## config.mk

```make
export PLATFORM = sky130hd
export DESIGN_NAME = multicycle_controller
export DESIGN_NICKNAME = d
export VERILOG_FILES = /design/src/rtl/mips_ctrl_pkg.sv /design/src/rtl/alu_decoder.sv /design/src/rtl/multicycle_controller.sv
export SDC_FILE = /design/constraint.sdc
export NUM_CORES = 1
export LEC_CHECK = 0
export CORE_ASPECT_RATIO = 0.7
export CORE_MARGIN = 4
export CORE_UTILIZATION = 40
export DETAILED_ROUTE_END_ITERATION = 10
export GPL_TIMING_DRIVEN = 0
export PLACE_DENSITY_LB_ADDON = 0.3
export SLEW_MARGIN = 20
export SYNTH_ARGS = -nofsm -noshare
export SYNTH_HDL_FRONTEND = slang
export SYNTH_SLANG_ARGS = --single-unit
```

## constraint.sdc

```tcl
create_clock -name clk -period 2.09 [get_ports clk]
set_clock_uncertainty 0.05 [all_clocks]
set_input_delay 0.418 -clock clk [delete_from_list [all_inputs] [get_ports clk]]
set_output_delay 0.418 -clock clk [all_outputs]
set_load 0.03 [all_outputs]
```

## src/rtl/mips_ctrl_pkg.sv

```systemverilog
// rtl/mips_ctrl_pkg.sv - shared state, opcode, funct and mux-select constants for the multicycle MIPS controller
package mips_ctrl_pkg;

    typedef enum logic [3:0] {
        ST_FETCH    = 4'd0,
        ST_DECODE   = 4'd1,
        ST_MEMADR   = 4'd2,
        ST_MEMREAD  = 4'd3,
        ST_MEMWB    = 4'd4,
        ST_MEMWRITE = 4'd5,
        ST_EXECUTE  = 4'd6,
        ST_ALUWB    = 4'd7,
        ST_BRANCH   = 4'd8,
        ST_ADDIEXEC = 4'd9,
        ST_ADDIWB   = 4'd10,
        ST_JUMP     = 4'd11
    } state_t;

    localparam logic [5:0] OP_RTYPE = 6'b000000;
    localparam logic [5:0] OP_LW    = 6'b100011;
    localparam logic [5:0] OP_SW    = 6'b101011;
    localparam logic [5:0] OP_BEQ   = 6'b000100;
    localparam logic [5:0] OP_ADDI  = 6'b001000;
    localparam logic [5:0] OP_J     = 6'b000010;

    localparam logic [5:0] FN_ADD = 6'b100000;
    localparam logic [5:0] FN_SUB = 6'b100010;
    localparam logic [5:0] FN_AND = 6'b100100;
    localparam logic [5:0] FN_OR  = 6'b100101;
    localparam logic [5:0] FN_SLT = 6'b101010;

    localparam logic [2:0] ALU_AND = 3'b000;
    localparam logic [2:0] ALU_OR  = 3'b001;
    localparam logic [2:0] ALU_ADD = 3'b010;
    localparam logic [2:0] ALU_SUB = 3'b110;
    localparam logic [2:0] ALU_SLT = 3'b111;

    localparam logic [1:0] SRCB_REG   = 2'b00;
    localparam logic [1:0] SRCB_FOUR  = 2'b01;
    localparam logic [1:0] SRCB_IMM   = 2'b10;
    localparam logic [1:0] SRCB_IMMSH = 2'b11;

    localparam logic [1:0] PC_ALURES = 2'b00;
    localparam logic [1:0] PC_ALUOUT = 2'b01;
    localparam logic [1:0] PC_JUMP   = 2'b10;

endpackage

```

## src/rtl/alu_decoder.sv

```systemverilog
// rtl/alu_decoder.sv - R-type funct to ALU operation map with illegal-funct flag
// Ports: is_rtype (instruction is R-type), funct (instr[5:0]),
//        alu_control (ALU op), funct_illegal (R-type funct not supported)
module alu_decoder
    import mips_ctrl_pkg::*;
(
    input  logic       is_rtype,
    input  logic [5:0] funct,
    output logic [2:0] alu_control,
    output logic       funct_illegal
);

    always_comb begin
        alu_control   = ALU_ADD;
        funct_illegal = 1'b0;
        if (is_rtype) begin
            case (funct)
                FN_ADD:  alu_control = ALU_ADD;
                FN_SUB:  alu_control = ALU_SUB;
                FN_AND:  alu_control = ALU_AND;
                FN_OR:   alu_control = ALU_OR;
                FN_SLT:  alu_control = ALU_SLT;
                default: funct_illegal = 1'b1;
            endcase
        end
    end

endmodule

```

## src/rtl/multicycle_controller.sv

```systemverilog
// rtl/multicycle_controller.sv - control FSM sequencing the multicycle MIPS datapath
// Ports: clk, rst_n (async active-low); Opcode/Funct from IR, Zero flag,
//        Mem_Ready handshake; datapath mux selects, enables, ALU_Control,
//        Instr_Done and Illegal_Op pulses.
module multicycle_controller
    import mips_ctrl_pkg::*;
#(
    parameter logic [3:0] RESET_STATE = 4'd0
) (
    input  logic       clk,
    input  logic       rst_n,
    input  logic [5:0] Opcode,
    input  logic [5:0] Funct,
    input  logic       Zero,
    input  logic       Mem_Ready,
    output logic       IorD,
    output logic       MemRead,
    output logic       MemWrite,
    output logic       IRWrite,
    output logic       RegDst,
    output logic       MemtoReg,
    output logic       RegWrite,
    output logic       ALUSrcA,
    output logic [1:0] ALUSrcB,
    output logic [2:0] ALU_Control,
    output logic [1:0] PCSrc,
    output logic       PCEn,
    output logic       Instr_Done,
    output logic       Illegal_Op
);

    state_t     state;
    state_t     state_next;
    logic [2:0] dec_alu;
    logic       dec_illegal;

    alu_decoder u_alu_decoder (
        .is_rtype      (Opcode == OP_RTYPE),
        .funct         (Funct),
        .alu_control   (dec_alu),
        .funct_illegal (dec_illegal)
    );

    always_ff @(posedge clk or negedge rst_n) begin
        if (!rst_n) begin
            state <= state_t'(RESET_STATE);
        end else begin
            state <= state_next;
        end
    end

    always_comb begin
        state_next  = state;
        IorD        = 1'b0;
        MemRead     = 1'b0;
        MemWrite    = 1'b0;
        IRWrite     = 1'b0;
        RegDst      = 1'b0;
        MemtoReg    = 1'b0;
        RegWrite    = 1'b0;
        ALUSrcA     = 1'b0;
        ALUSrcB     = SRCB_REG;
        ALU_Control = 3'b000;
        PCSrc       = PC_ALURES;
        PCEn        = 1'b0;
        Instr_Done  = 1'b0;
        Illegal_Op  = 1'b0;

        case (state)
            ST_FETCH: begin
                MemRead     = 1'b1;
                ALUSrcB     = SRCB_FOUR;
                ALU_Control = ALU_ADD;
                // IR load and PC+4 only commit on the cycle memory delivers the word
                IRWrite     = Mem_Ready;
                PCEn        = Mem_Ready;
                if (Mem_Ready) state_next = ST_DECODE;
            end
            ST_DECODE: begin
                // Precompute the branch target into ALUOut regardless of opcode
                ALUSrcB     = SRCB_IMMSH;
                ALU_Control = ALU_ADD;
                case (Opcode)
                    OP_LW, OP_SW: state_next = ST_MEMADR;
                    OP_BEQ:       state_next = ST_BRANCH;
                    OP_ADDI:      state_next = ST_ADDIEXEC;
                    OP_J:         state_next = ST_JUMP;
                    OP_RTYPE: begin
                        if (dec_illegal) begin
                            Illegal_Op = 1'b1;
                            Instr_Done = 1'b1;
                            state_next = ST_FETCH;
                        end else begin
                            state_next = ST_EXECUTE;
                        end
                    end
                    default: begin
                        Illegal_Op = 1'b1;
                        Instr_Done = 1'b1;
                        state_next = ST_FETCH;
                    end
                endcase
            end
            ST_MEMADR: begin
                ALUSrcA     = 1'b1;
                ALUSrcB     = SRCB_IMM;
                ALU_Control = ALU_ADD;
                state_next  = (Opcode == OP_LW) ? ST_MEMREAD : ST_MEMWRITE;
            end
            ST_MEMREAD: begin
                IorD    = 1'b1;
                MemRead = 1'b1;
                if (Mem_Ready) state_next = ST_MEMWB;
            end
            ST_MEMWB: begin
                MemtoReg   = 1'b1;
                RegWrite   = 1'b1;
                Instr_Done = 1'b1;
                state_next = ST_FETCH;
            end
            ST_MEMWRITE: begin
                IorD     = 1'b1;
                MemWrite = 1'b1;
                if (Mem_Ready) begin
                    Instr_Done = 1'b1;
                    state_next = ST_FETCH;
                end
            end
            ST_EXECUTE: begin
                ALUSrcA     = 1'b1;
                ALU_Control = dec_alu;
                state_next  = ST_ALUWB;
            end
            ST_ALUWB: begin
                RegDst     = 1'b1;
                RegWrite   = 1'b1;
                Instr_Done = 1'b1;
                state_next = ST_FETCH;
            end
            ST_BRANCH: begin
                ALUSrcA     = 1'b1;
                ALU_Control = ALU_SUB;
                PCSrc       = PC_ALUOUT;
                PCEn        = Zero;
                Instr_Done  = 1'b1;
                state_next  = ST_FETCH;
            end
            ST_ADDIEXEC: begin
                ALUSrcA     = 1'b1;
                ALUSrcB     = SRCB_IMM;
                ALU_Control = ALU_ADD;
                state_next  = ST_ADDIWB;
            end
            ST_ADDIWB: begin
                RegWrite   = 1'b1;
                Instr_Done = 1'b1;
                state_next = ST_FETCH;
            end
            ST_JUMP: begin
                PCSrc      = PC_JUMP;
                PCEn       = 1'b1;
                Instr_Done = 1'b1;
                state_next = ST_FETCH;
            end
            default: state_next = ST_FETCH;
        endcase

        // Outputs are quiet for the whole reset window, not just after the edge
        if (!rst_n) begin
            IorD        = 1'b0;
            MemRead     = 1'b0;
            MemWrite    = 1'b0;
            IRWrite     = 1'b0;
            RegDst      = 1'b0;
            MemtoReg    = 1'b0;
            RegWrite    = 1'b0;
            ALUSrcA     = 1'b0;
            ALUSrcB     = SRCB_REG;
            ALU_Control = 3'b000;
            PCSrc       = PC_ALURES;
            PCEn        = 1'b0;
            Instr_Done  = 1'b0;
            Illegal_Op  = 1'b0;
        end
    end

endmodule

```

==> metrics.json, run 1 <==
{
  "mappedNetlistArea": {"value": 762, "unit": "sq um"},
  "clk_pin_slew_worst_paths": {"value": 0.04, "unit": "ns"},
  "cts_buffer_depth": {"value": 2},
  "grt_max_degree": {"value": 11},
  "die_height": {"value": 44.5, "unit": "microns"},
  "core": {"value": 0.00170, "unit": "sq mm"},
  "finalSetupViolations": {"value": 3},
  "drt-initial-drc-count": {"value": 81},
  "violated_checks": {"value": "setup timing"},
  "power.leakage": {"value": 0.553, "unit": "nW"},
  "netlist.top_cell.by_area": {"value": "sky130_fd_sc_hd__dfrtp_1"},
  "worst-r2r-cell-count": {"value": 5},
  "finalHoldViolCount": {"value": 0},
  "htree_num_levels": {"value": 1},
  "timing.critical_path.arrival": {"value": 1.68, "unit": "ns"},
  "dr_total_vias": {"value": 1019},
  "io_pins": {"value": 34},
  "timing.max_slew.rel_slack": {"value": 72.1, "unit": "%"},
  "dominantRegCellSynth": {"value": "sky130_fd_sc_hd__dfrtp_1"},
  "cp.required": {"value": 1.62, "unit": "ns"},
  "cts_made_buffers": {"value": 3},
  "hold_path_class": {"value": "primary input to asynchronous set/reset pin"},
  "vias_in_the_first_global_route": {"value": 968},
  "postSynthCellCount": {"value": 109},
  "timing.critical_path.to": {"value": "ALU_Control[2]"},
  "run_status": {"value": "finished with violations"},
  "worstMarginPinSlew": {"value": 0.418, "unit": "ns"},
  "largest_register_ff_count": {"value": 4},
  "firstDrtPassIters": {"value": 4},
  "cap_violations": {"value": 0},
  "postRouteAntennaNets": {"value": 0},
  "layout_worst_path_cycle_share": {"value": 103, "unit": "%"},
  "crit_type": {"value": "primary input to primary output"},
  "multi_input_combinational_cell_area": {"value": 656, "unit": "sq um"},
  "die-width": {"value": 60.2, "unit": "microns"},
  "avgViaCountPerCell": {"value": 5.86},
  "r2r-start": {"value": "state[1]$_DFFE_PN0P_"},
  "yosys_register_bits": {"value": 4},
  "place_hpwl": {"value": 1.88, "unit": "mm"},
  "critical_path.startpoint": {"value": "Opcode[0]"},
  "post_route_cells_drive_above_1_share": {"value": 42.5, "unit": "%"},
  "r2r_setup_slack": {"value": 0.32, "unit": "ns"},
  "synth_seq_area_share": {"value": 13.1, "unit": "%"},
  "number_of_antenna_violations_at_the_first_check_in_global_routing": {"value": 0},
  "design.final.nets": {"value": 171},
  "row_count": {"value": 12},
  "grt_pass1_wl": {"value": 4.40, "unit": "mm"},
  "count_of_input_and_output_buffers": {"value": 30},
  "sequential_cell_area": {"value": 100, "unit": "sq um"},
  "synth_edf_count": {"value": 0},
  "routabilityCongestion": {"value": 0.889},
  "fin_area": {"value": 0.00125, "unit": "sq mm"},
  "final_critical_path_setup_slack": {"value": -0.0572, "unit": "ns"},
  "vdd.ir_drop.worst": {"value": 0.000344, "unit": "V"},
  "initial_core_util": {"value": 44.9, "unit": "%"},
  "clk_latency": {"value": 0.23, "unit": "ns"},
  "place_ws": {"value": -1.13, "unit": "ns"},
  "largest-register": {"value": "state"},
  "grt_setup_unrepaired": {"value": "true"},
  "drt_drc_violations_left": {"value": 0},
  "synth-simple-area-share": {"value": 39.9, "unit": "%"},
  "critPathCaptureType": {"value": "primary output"},
  "synth_warnings": {"value": 0},
  "synth_top_family_by_area": {"value": "simple AND/OR/NAND/NOR gates"},
  "post_synth.cell_area_avg": {"value": 6.99, "unit": "sq um"},
  "post_dp_cell_area": {"value": 0.00113, "unit": "sq mm"},
  "grt.overflow.total": {"value": 0},
  "crit-reg2reg-capture": {"value": "state[2]$_DFFE_PN0P_"},
  "insertedDiodeCount": {"value": 0},
  "ys_top_cells_by_count": {"value": "sky130_fd_sc_hd__nor2_1 (11), sky130_fd_sc_hd__nor3_1 (9), sky130_fd_sc_hd__nand2_1 (7), sky130_fd_sc_hd__a21oi_1 (6), sky130_fd_sc_hd__nand3_1 (6)"},
  "fillers": {"value": 129},
  "min_period": {"value": 2.15, "unit": "ns"},
  "power_per_cell_area": {"value": 388, "unit": "mW/mm^2"},
  "finalMaxSlewViolations": {"value": 0},
  "clock_tree_from_tritoncts": {"value": "yes"},
  "synth_most_common_cell": {"value": "sky130_fd_sc_hd__nor2_1"},
  "biggestRegsByFlops": {"value": "state: 4 flops"},
  "achievable-frequency": {"value": 466, "unit": "MHz"},
  "synth-xor-area-share": {"value": 3.45, "unit": "%"},
  "die_area": {"value": 0.00268, "unit": "sq mm"},
  "drt_wl_total": {"value": 2.67, "unit": "mm"},
  "compound_gate_portion_of_the_synthesized_area": {"value": 27.9, "unit": "%"},
  "clock-sinks": {"value": 4},
  "synth.area.mux_share": {"value": 2.63, "unit": "%"},
  "timing.critical_path.from_type": {"value": "primary input"},
  "clock_tree.root_cell": {"value": "sky130_fd_sc_hd__clkbuf_4"},
  "routedWlPerCell": {"value": 15.3, "unit": "microns"},
  "ys_top_cells_by_area": {"value": "sky130_fd_sc_hd__dfrtp_1 (13%), sky130_fd_sc_hd__nor3_1 (5.9%), sky130_fd_sc_hd__nor2_1 (5.4%), sky130_fd_sc_hd__buf_6 (4.4%), sky130_fd_sc_hd__a21oi_1 (3.9%)"},
  "synthArstFlopShare": {"value": 100, "unit": "%"},
  "synthDominantCellAreaShare": {"value": 13.1, "unit": "%"},
  "synth-adder-area-share": {"value": 1.31, "unit": "%"},
  "critPathMaxFanout": {"value": 5},
  "syn2layout_area_growth": {"value": 63.9, "unit": "%"},
  "synth_fp_nets": {"value": 125},
  "synth_cell_types": {"value": 45},
  "track_usage": {"value": 21.5, "unit": "%"}
}
==> layer usage <==
| layer | GRT usage (%) | vias to the layer above | part of all wire [%] |
|---|---|---|---|
| met3 | 2.62 | 0 | 11 |
| met4 | 8.41 | 0 | 0 |
| li1 | - | 492 | - |
| met2 | 36.4 | 60 | 49 |
| met1 | 27.5 | 467 | 40 |
| met5 | 0 | - | 0 |
==> report_power, final <==
| part | leakage (nW) | internal [mW] | switching (mW) | total, mW |
|---|---|---|---|---|
| clock | 0.0138 | 0.0640 | 0.0284 | 0.0924 |
| combinational | 0.485 | 0.127 | 0.174 | 0.301 |
| sequential | 0.0541 | 0.0844 | 0.00619 | 0.0905 |
| total | 0.553 | 0.276 | 0.208 | 0.484 |
==> cell families (layout without fill, tap and decap cells) <==
logic type / Yosys count / in the layout
AO/OA/AOI/OAI: 31 / 31
XOR/XNOR: 3 / 3
adder cells (fa/ha/maj): 1 / 1
buffers and inverters: 14 / 58
flip-flops: 4 / 4
multiplexers: 2 / 2
AND/OR/NAND/NOR: 54 / 54
==> worst min-delay path by stage <==
stage,start,slack (ns),end
after global placement,state[2]$_DFFE_PN0P_,0.56,state[3]$_DFFE_PN0P_
after detailed placement,state[2]$_DFFE_PN0P_,0.57,state[3]$_DFFE_PN0P_
after floorplan,rst_n,0.07,state[0]$_DFFE_PN0P_
final,rst_n,0.54,state[0]$_DFFE_PN0P_
after CTS,rst_n,0.08,state[0]$_DFFE_PN0P_
after global routing,rst_n,0.55,state[0]$_DFFE_PN0P_
==> cell type report <==
type,count,area share [%]
Inverter,4,1.20
Buffer,9,8.12
Timing Repair Buffer,42,26.3
Tap cell,21,2.10
Sequential cell,4,8.02
Clock buffer,3,1.80
Multi-Input combinational cell,91,52.5
==> cells in the final DEF, fill, tap and decap left out, drive strengths merged, types with 2 or more instances in the layout <==
cell type	netlist	final
xnor2	2	2
dlygate4sd2	0	7
nor2	11	11
a21oi	6	6
clkdlybuf4s15	0	3
mux2i	2	2
a21o	2	2
o21a	2	2
inv	4	4
nor2b	2	2
o21ai	5	5
a31oi	4	4
and2b	2	2
o211ai	2	2
nor4b	3	3
or3	2	2
dfrtp	4	4
nand2	7	7
clkbuf	2	11
nand2b	3	3
nor3	9	9
nand3	6	6
buf	8	31
nor3b	4	4
==> metrics by stage <==
stage	power, mW	util, %	hold slack (ns)	setup TNS (ns)	std cells
global route	0.520	73.6	0.548	-0.393	174
detailed placement	0.378	66.7	0.568	-12.64	160
floorplan	0.276	-	0.0724	0	109
global placement	0.373	66.7	0.560	-12.22	160
CTS	0.485	74.6	0.0842	-0.154	172
finish	0.484	73.6	0.544	-0.141	174
==> worst max-delay path, stage by stage <==
cell and delay [ns]:
sky130_fd_sc_hd__buf_4 0.13, sky130_fd_sc_hd__or3_4 0.39, sky130_fd_sc_hd__nor3b_4 0.25, sky130_fd_sc_hd__a41o_1 0.18, sky130_fd_sc_hd__and3_2 0.19, sky130_fd_sc_hd__buf_6 0.13
==> what timing repair did <==
action / CTS / global route
pin swaps: 11 / 4
resized for setup: 107 / 30
setup buffers: 10 / 1
hold buffers: 0 / 1
setup endpoints to repair: 18 / 18
hold endpoints to repair: 0 / 4
(Power assumes the default switching activity.)
==> inputs of run 2 (changes only) <==
Settings changed: RECOVER_POWER from default to 100.
Clock period 2.09 ns to 2.7 ns, I/O delays scaled along.
==> metrics.json, run 2 (synthesized netlist as in run 1, its figures left out) <==
{
  "post-layout-total-power": {"value": 344, "unit": "uW", "change": "-29%"},
  "internal_pwr_total": {"value": 194, "unit": "uW", "change": "-30%"},
  "clock_tree.root_cell": {"value": "sky130_fd_sc_hd__clkbuf_4"},
  "design.final.nets": {"value": 160, "change": "-6.4%"},
  "clock_tree_from_tritoncts": {"value": "yes"},
  "syn2layout_area_growth": {"value": 40.7, "unit": "%"},
  "insertedDiodeCount": {"value": 0, "change": "unchanged"},
  "crit_type": {"value": "primary input to primary output"},
  "cap_violations": {"value": 0, "change": "unchanged"},
  "cts_made_buffers": {"value": 3, "change": "unchanged"},
  "critPathCaptureType": {"value": "primary output"},
  "clock_power_share": {"value": 21.2, "unit": "%", "change": "+2.1 points"},
  "row_count": {"value": 12, "change": "unchanged"},
  "worst-r2r-cell-count": {"value": 5, "change": "unchanged"},
  "use_met2": {"value": 26.5, "unit": "%", "change": "-9.9 points"},
  "grt_setup_unrepaired": {"value": "false"},
  "clk_pin_slew_worst_paths": {"value": 0.04, "unit": "ns", "change": "about the same"},
  "largest-register": {"value": "state"},
  "final_cell_mix": {"value": "sky130_fd_sc_hd__nor2_1 (11), sky130_fd_sc_hd__dlygate4sd2_1 (10), sky130_fd_sc_hd__nor3_1 (9), sky130_fd_sc_hd__clkdlybuf4s50_1 (9), sky130_fd_sc_hd__nand2_1 (7)"},
  "achievable-frequency": {"value": 383, "unit": "MHz"},
  "die_height": {"value": 44.5, "unit": "microns", "change": "unchanged"},
  "vias_in_the_first_global_route": {"value": 795, "change": "-18%"},
  "min_period": {"value": 2.61, "unit": "ns"},
  "postRouteAntennaNets": {"value": 0, "change": "unchanged"},
  "r2r_setup_slack": {"value": 0.83, "unit": "ns", "change": "+0.51 ns"},
  "pwr-share-comb": {"value": 58.7, "unit": "%", "change": "-3.5 points"},
  "firstDrtPassIters": {"value": 4, "change": "unchanged"},
  "grt_max_degree": {"value": 11, "change": "unchanged"},
  "core": {"value": 0.00170, "unit": "sq mm", "change": "unchanged"},
  "worstMarginPinSlew": {"value": 0.442, "unit": "ns", "change": "+0.0244 ns"},
  "drt_wl_total": {"value": 2.30, "unit": "mm", "change": "-14%"},
  "grt_use_met3": {"value": 2.04, "unit": "%", "change": "-0.58 points"},
  "drt_drc_violations_left": {"value": 0, "change": "unchanged"},
  "routabilityCongestion": {"value": 0.872, "change": "-1.9%"},
  "count_of_input_and_output_buffers": {"value": 30, "change": "unchanged"},
  "htree_num_levels": {"value": 1, "change": "unchanged"},
  "place_inst": {"value": 160, "change": "unchanged"},
  "finalMaxSlewViolations": {"value": 0, "change": "unchanged"},
  "biggestRegsByFlops": {"value": "state: 4 flops"},
  "cp.required": {"value": 2.11, "unit": "ns", "change": "+0.49 ns"},
  "routedWlPerCell": {"value": 14.1, "unit": "microns", "change": "-7.9%"},
  "power.leakage": {"value": 0.454, "unit": "nW", "change": "-18%"},
  "place_hpwl": {"value": 1.79, "unit": "mm", "change": "-4.7%"},
  "avgViaCountPerCell": {"value": 5.75, "change": "-1.8%"},
  "power_per_cell_area": {"value": 321, "unit": "mW/mm^2", "change": "-17%"},
  "timing.max_slew.rel_slack": {"value": 70.5, "unit": "%", "change": "-1.6 points"},
  "run_status": {"value": "finished clean"},
  "clk_latency": {"value": 0.23, "unit": "ns", "change": "about the same"},
  "use_met1": {"value": 24.4, "unit": "%", "change": "-3.1 points"},
  "seq_power_share": {"value": 20.1, "unit": "%", "change": "+1.4 points"},
  "critPathMaxFanout": {"value": 4, "change": "-1"},
  "layout_worst_path_cycle_share": {"value": 96.8, "unit": "%"},
  "initial_core_util": {"value": 44.9, "unit": "%", "change": "unchanged"},
  "globalRoute.busiestLayer": {"value": "met2"},
  "drt-initial-drc-count": {"value": 53, "change": "-35%"},
  "cts_buffer_depth": {"value": 2, "change": "unchanged"},
  "commonest_non_fill_non_tap_cell_in_the_layout": {"value": "sky130_fd_sc_hd__nor2_1"},
  "p_sw_share": {"value": 43.7, "unit": "%", "change": "+0.61 points"},
  "io_pins": {"value": 34, "change": "unchanged"},
  "clock-sinks": {"value": 4, "change": "unchanged"},
  "finalHoldViolCount": {"value": 0, "change": "unchanged"},
  "finalSetupViolations": {"value": 0, "change": "-3"},
  "grt.overflow.total": {"value": 0, "change": "unchanged"},
  "timing.critical_path.arrival": {"value": 2.02, "unit": "ns", "change": "+0.34 ns"},
  "number_of_antenna_violations_at_the_first_check_in_global_routing": {"value": 0, "change": "unchanged"},
  "fillers": {"value": 164, "change": "+27%"},
  "r2r-start": {"value": "state[1]$_DFFE_PN0P_"},
  "hold_path_class": {"value": "primary input to asynchronous set/reset pin"},
  "largest_register_ff_count": {"value": 4, "change": "unchanged"},
  "power_switching": {"value": 150, "unit": "uW", "change": "-28%"},
  "die-width": {"value": 60.2, "unit": "microns", "change": "unchanged"},
  "dr_total_vias": {"value": 937, "change": "-8.0%"},
  "grt_pass1_wl": {"value": 3.57, "unit": "mm", "change": "-19%"},
  "crit-reg2reg-capture": {"value": "state[2]$_DFFE_PN0P_"},
  "track_usage": {"value": 17.3, "unit": "%", "change": "-4.1 points"},
  "timing.critical_path.from_type": {"value": "primary input"},
  "fin_tns_setup": {"value": 0, "unit": "ns", "change": "+0.141 ns"},
  "post_route_cells_drive_above_1_share": {"value": 18.3, "unit": "%", "change": "-24 points"},
  "die_area": {"value": 0.00268, "unit": "sq mm", "change": "unchanged"},
  "vdd.ir_drop.worst": {"value": 0.000307, "unit": "V", "change": "-11%"},
  "filler_free_cell_count_of_the_finished_design": {"value": 163, "change": "-6.3%"},
  "postCtsHoldBufs": {"value": 0, "change": "unchanged"}
}
## run 2: cell count changes in the layout (fill, tap and decap cells not counted), sizes merged
cell and change:
clkdlybuf4s15 -3, buf -22, dlygate4sd3 -1, clkdlybuf4s50 +8, dlygate4sd1 +1, clkbuf +3, dlygate4sd2 +3
## run 2: through the flow
step,setup WS [ns],hold WS (ns),area (sq um),utilization [%]
5_1_grt,0.00143,0.483,1070,63.2
3_3_place_gp,-0.811,0.580,1090,64.5
4_1_cts,0.00372,0.486,1110,65.4
2_1_floorplan,0.122,0.194,768,-
6_report,0.0856,0.491,1070,63.2
3_5_place_dp,-0.850,0.582,1090,64.5
## run 2: power by group through the flow
stage          Clock [mW]  Combinational [mW]  Sequential (mW)
5_1_grt            0.0840               0.219           0.0699
2_1_floorplan           0               0.138           0.0692
3_5_place_dp            0               0.216           0.0699
3_3_place_gp            0               0.212           0.0699
6_report           0.0729               0.202           0.0693
4_1_cts            0.0779               0.205           0.0693
## run 2: metal layers
layer / wire length, microns / part of all wire (%) / vias up
met5: 0 / 0 / -
met4: 0 / 0 / 0
met3: 229 / 9.9 / 0
met2: 1050 / 45 / 47
met1: 1030 / 45 / 417
li1: - / - / 473
## run 2: how the worst max path moves through the flow
stage / from / slack [ns] / depth (start not counted) / to
floorplan: Opcode[1] / 0.12 / 4 / ALU_Control[0]
global placement: Opcode[0] / -0.81 / 7 / ALU_Control[2]
detailed placement: Opcode[0] / -0.85 / 7 / ALU_Control[2]
CTS: rst_n / 0.004 / 4 / PCSrc[0]
global route: rst_n / 0.001 / 5 / PCSrc[1]
finish: Opcode[4] / 0.09 / 6 / ALU_Control[2]
## run 2: final cells by class
| cell class | instances | area (sq um) | area share, % |
|---|---|---|---|
| sequential | 4 | 100 | 9.33 |
| buffer | 9 | 70.1 | 6.53 |
| multi-input combinational | 91 | 596 | 55.5 |
| timing repair buffer | 31 | 243 | 22.6 |
| clock buffer | 3 | 22.5 | 2.10 |
| tap | 21 | 26.3 | 2.45 |
| inverter | 4 | 15.0 | 1.40 |
## run 2: repair_timing
| action | CTS | global route |
|---|---|---|
| endpoints found under the hold margin | 0 | 0 |
| setup endpoints to repair | 18 | 7 |
| pin swaps | 2 | 1 |
| setup buffers | 1 | 0 |
| resized for setup | 46 | 17 |
## run 2: worst max-delay path, stage by stage
cell and delay (ns):
sky130_fd_sc_hd__dlygate4sd2_1 0.27, sky130_fd_sc_hd__or3_1 0.47, sky130_fd_sc_hd__nor3b_4 0.24, sky130_fd_sc_hd__a41o_1 0.19, sky130_fd_sc_hd__and3_1 0.16, sky130_fd_sc_hd__buf_4 0.16
==> inputs of run 3 (changes only) <==
Settings changed: ABC_AREA from default to 1, CTS_BUF_LIST from default to sky130_fd_sc_hd__clkbuf_8.
==> metrics.json, run 3 <==
{
  "run_status": {"value": "finished clean"},
  "drt-initial-drc-count": {"value": 55, "change": "+3.8%"},
  "internal_pwr_total": {"value": 316, "unit": "uW", "change": "+63%"},
  "core_util_final": {"value": 60.6, "unit": "%", "change": "-2.6 points"},
  "synth_fp_nets": {"value": 171, "change": "+37%"},
  "timing.max_slew.rel_slack": {"value": 74.9, "unit": "%", "change": "+4.3 points"},
  "critPathCaptureType": {"value": "primary output"},
  "critPathMaxFanout": {"value": 10, "change": "+6"},
  "synth_warnings": {"value": 0, "change": "unchanged"},
  "clock_power_share": {"value": 18.1, "unit": "%", "change": "-3.1 points"},
  "track_usage": {"value": 18.9, "unit": "%", "change": "+1.6 points"},
  "post_synth.cell_area_avg": {"value": 5.09, "unit": "sq um", "change": "-27%"},
  "final_critical_path_setup_slack": {"value": 0.0935, "unit": "ns", "change": "+0.00791 ns"},
  "fin_tns_setup": {"value": 0, "unit": "ns", "change": "unchanged"},
  "row_count": {"value": 13, "change": "+1"},
  "yosys_register_bits": {"value": 4, "change": "unchanged"},
  "ys_top_cells_by_area": {"value": "sky130_fd_sc_hd__nand2_1 (16%), sky130_fd_sc_hd__nor2_1 (16%), sky130_fd_sc_hd__dfrtp_1 (13%), sky130_fd_sc_hd__inv_1 (11%), sky130_fd_sc_hd__nand3_1 (8.3%)"},
  "commonest_non_fill_non_tap_cell_in_the_layout": {"value": "sky130_fd_sc_hd__nand2_1"},
  "dominantRegCellSynth": {"value": "sky130_fd_sc_hd__dfrtp_1"},
  "number_of_antenna_violations_at_the_first_check_in_global_routing": {"value": 0, "change": "unchanged"},
  "mappedNetlistArea": {"value": 788, "unit": "sq um", "change": "+3.4%"},
  "post-layout-total-power": {"value": 665, "unit": "uW", "change": "+93%"},
  "vdd.ir_drop.worst": {"value": 0.000569, "unit": "V", "change": "+85%"},
  "finalMaxSlewViolations": {"value": 0, "change": "unchanged"},
  "power_switching": {"value": 348, "unit": "uW", "change": "+130%"},
  "timing.critical_path.slowest_cell_delay": {"value": 0.67, "unit": "ns", "change": "+0.20 ns"},
  "syn2layout_area_growth": {"value": 43.8, "unit": "%"},
  "cp.required": {"value": 2.11, "unit": "ns", "change": "about the same"},
  "place_hpwl": {"value": 2.03, "unit": "mm", "change": "+13%"},
  "postRouteAntennaNets": {"value": 0, "change": "unchanged"},
  "ys_top_cells_by_count": {"value": "sky130_fd_sc_hd__nand2_1 (34), sky130_fd_sc_hd__nor2_1 (34), sky130_fd_sc_hd__inv_1 (24), sky130_fd_sc_hd__nand3_1 (13), sky130_fd_sc_hd__inv_2 (9)"},
  "fin_area": {"value": 0.00113, "unit": "sq mm", "change": "+5.7%"},
  "synthDominantCellAreaShare": {"value": 16.2, "unit": "%", "change": "+3.1 points"},
  "min_period": {"value": 2.61, "unit": "ns", "change": "-0.00791 ns"},
  "drt_drc_violations_left": {"value": 0, "change": "unchanged"},
  "largest-register": {"value": "state"},
  "pwr-share-comb": {"value": 66.5, "unit": "%", "change": "+7.8 points"},
  "routedWlPerCell": {"value": 11.2, "unit": "microns", "change": "-21%"},
  "vias_in_the_first_global_route": {"value": 954, "change": "+20%"},
  "dr_total_vias": {"value": 1041, "change": "+11%"},
  "seq_power_share": {"value": 15.4, "unit": "%", "change": "-4.7 points"},
  "synth_seq_area_share": {"value": 12.7, "unit": "%", "change": "-0.44 points"},
  "firstDrtPassIters": {"value": 4, "change": "unchanged"},
  "grt_max_degree": {"value": 11, "change": "unchanged"},
  "finalSetupViolations": {"value": 0, "change": "unchanged"},
  "cts_made_buffers": {"value": 3, "change": "unchanged"},
  "clk_latency": {"value": 0.21, "unit": "ns", "change": "-0.02 ns"},
  "critPathSlowestCell": {"value": "sky130_fd_sc_hd__clkdlybuf4s50_1"},
  "timing.critical_path.cells": {"value": "clkdlybuf4s15_2 > inv_1 > clkbuf_2 > nor2_1 > clkdlybuf4s50_1"},
  "finalHoldViolCount": {"value": 0, "change": "unchanged"},
  "netlist.top_cell.by_area": {"value": "sky130_fd_sc_hd__nand2_1"},
  "largest_register_ff_count": {"value": 4, "change": "unchanged"},
  "clk_pin_slew_worst_paths": {"value": 0.03, "unit": "ns", "change": "about the same"},
  "timing.critical_path.from_type": {"value": "primary input"},
  "grt_pass1_wl": {"value": 3.97, "unit": "mm", "change": "+11%"},
  "crit_type": {"value": "primary input to primary output"},
  "grt.overflow.total": {"value": 0, "change": "unchanged"},
  "count_of_input_and_output_buffers": {"value": 33, "change": "+10%"},
  "place_ws": {"value": -0.475, "unit": "ns", "change": "+0.375 ns"},
  "synthArstFlopShare": {"value": 100, "unit": "%", "change": "unchanged"},
  "clock_tree.root_cell": {"value": "sky130_fd_sc_hd__clkbuf_8"},
  "synth_edf_count": {"value": 0, "change": "unchanged"},
  "die_area": {"value": 0.00276, "unit": "sq mm", "change": "+2.9%"},
  "power_per_cell_area": {"value": 586, "unit": "mW/mm^2", "change": "+83%"},
  "htree_num_levels": {"value": 1, "change": "unchanged"},
  "timing.critical_path.arrival": {"value": 2.02, "unit": "ns", "change": "about the same"},
  "postSynthCellCount": {"value": 155, "change": "+42%"},
  "die_height": {"value": 45.1, "unit": "microns", "change": "+1.4%"},
  "core": {"value": 0.00187, "unit": "sq mm", "change": "+10%"},
  "p_sw_share": {"value": 52.4, "unit": "%", "change": "+8.8 points"},
  "biggestRegsByFlops": {"value": "state: 4 flops"},
  "synth_cell_types": {"value": 19, "change": "-58%"},
  "io_pins": {"value": 34, "change": "unchanged"},
  "hold_path_class": {"value": "primary input to asynchronous set/reset pin"},
  "post_dp_cell_area": {"value": 0.00115, "unit": "sq mm", "change": "+4.7%"},
  "worstMarginPinSlew": {"value": 0.378, "unit": "ns", "change": "-0.0636 ns"},
  "cts_buffer_depth": {"value": 2, "change": "unchanged"},
  "final_cell_mix": {"value": "sky130_fd_sc_hd__nand2_1 (34), sky130_fd_sc_hd__nor2_1 (32), sky130_fd_sc_hd__inv_1 (24), sky130_fd_sc_hd__clkdlybuf4s50_1 (17), sky130_fd_sc_hd__nand3_1 (13)"},
  "drt_wl_total": {"value": 2.39, "unit": "mm", "change": "+3.8%"},
  "insertedDiodeCount": {"value": 0, "change": "unchanged"},
  "layout_worst_path_cycle_share": {"value": 96.5, "unit": "%", "change": "-0.29 points"},
  "clock-sinks": {"value": 4, "change": "unchanged"},
  "post_route_cells_drive_above_1_share": {"value": 20.3, "unit": "%", "change": "+2.0 points"},
  "routabilityCongestion": {"value": 0.903, "change": "+3.6%"},
  "power.leakage": {"value": 0.623, "unit": "nW", "change": "+37%"},
  "avgViaCountPerCell": {"value": 4.86, "change": "-15%"},
  "cap_violations": {"value": 0, "change": "unchanged"},
  "achievable-frequency": {"value": 384, "unit": "MHz", "change": "+0.30%"},
  "clock_tree_from_tritoncts": {"value": "yes"},
  "initial_core_util": {"value": 42.1, "unit": "%", "change": "-2.8 points"},
  "design.final.nets": {"value": 210, "change": "+31%"},
  "die-width": {"value": 61.1, "unit": "microns", "change": "+1.5%"}
}
## run 3: layer usage
layer / wire length, microns / GRT usage, % / part of all wire [%] / vias up
met1: 1150 / 26.3 / 48 / 464
met3: 158 / 2.86 / 6.6 / 0
li1: - / - / - / 550
met5: 0 / 0 / 0 / -
met4: 0 / 5.19 / 0 / 0
met2: 1080 / 30.2 / 45 / 27
## run 3: through the flow
stage | hold WS [ns] | cells
final | 0.224 | 214
after global routing | 0.218 | 214
after detailed placement | 0.596 | 210
after floorplan | 0.194 | 155
after CTS | 0.217 | 213
after global placement | 0.591 | 210
## run 3: worst max-delay path: cells and delay by family
kind / cells / cell delay, ns
buf+inv: 4 / 1.35
simple gates: 1 / 0.12
## run 3: logic make-up (layout without fill, tap and decap cells)
kind of cell	count (synthesis)	after routing	share of synthesized area [%]
and+or+nand+nor	100	100	59.0
buffers and inverters	36	73	17.5
AOI/OAI and AO/OA	15	15	10.8
DFF	4	4	12.7
## run 3: layout make-up
cell class | instances | area [sq um]
fill | 204 | 737
multi-input combinational | 115 | 551
timing repair buffer | 34 | 275
inverter | 35 | 134
sequential | 4 | 100
clock buffer | 3 | 41.3
tap | 22 | 27.5
buffer | 1 | 5.00
## run 3: path summary, 6_finish.rpt
kind	from	to	slack [ns]	depth (start not counted)
max	rst_n	IRWrite	0.09	5
max reg2reg	state[3]$_DFFE_PN0P_	state[2]$_DFFE_PN0P_	1.38	8
max in group asynchronous	rst_n	state[1]$_DFFE_PN0P_	2.18	1
min in group clk	state[0]$_DFFE_PN0P_	state[0]$_DFFE_PN0P_	0.60	2
min reg2reg	state[0]$_DFFE_PN0P_	state[0]$_DFFE_PN0P_	0.60	2
min	rst_n	state[2]$_DFFE_PN0P_	0.22	1
## run 3: power by group through the flow
stage / logic, mW / registers [mW] / clock network, mW
after floorplan: 0.321 / 0.0982 / 0
after global placement: 0.460 / 0.103 / 0
after detailed placement: 0.471 / 0.103 / 0
after CTS: 0.467 / 0.102 / 0.124
after global routing: 0.490 / 0.105 / 0.131
final: 0.442 / 0.102 / 0.120
## run 3: what timing repair did
item,CTS,global route
hold buffers,0,0
gates resized for setup,17,17
setup endpoints to repair,17,13
hold endpoints to repair,0,0
pin swaps,0,1
buffers inserted,0,1
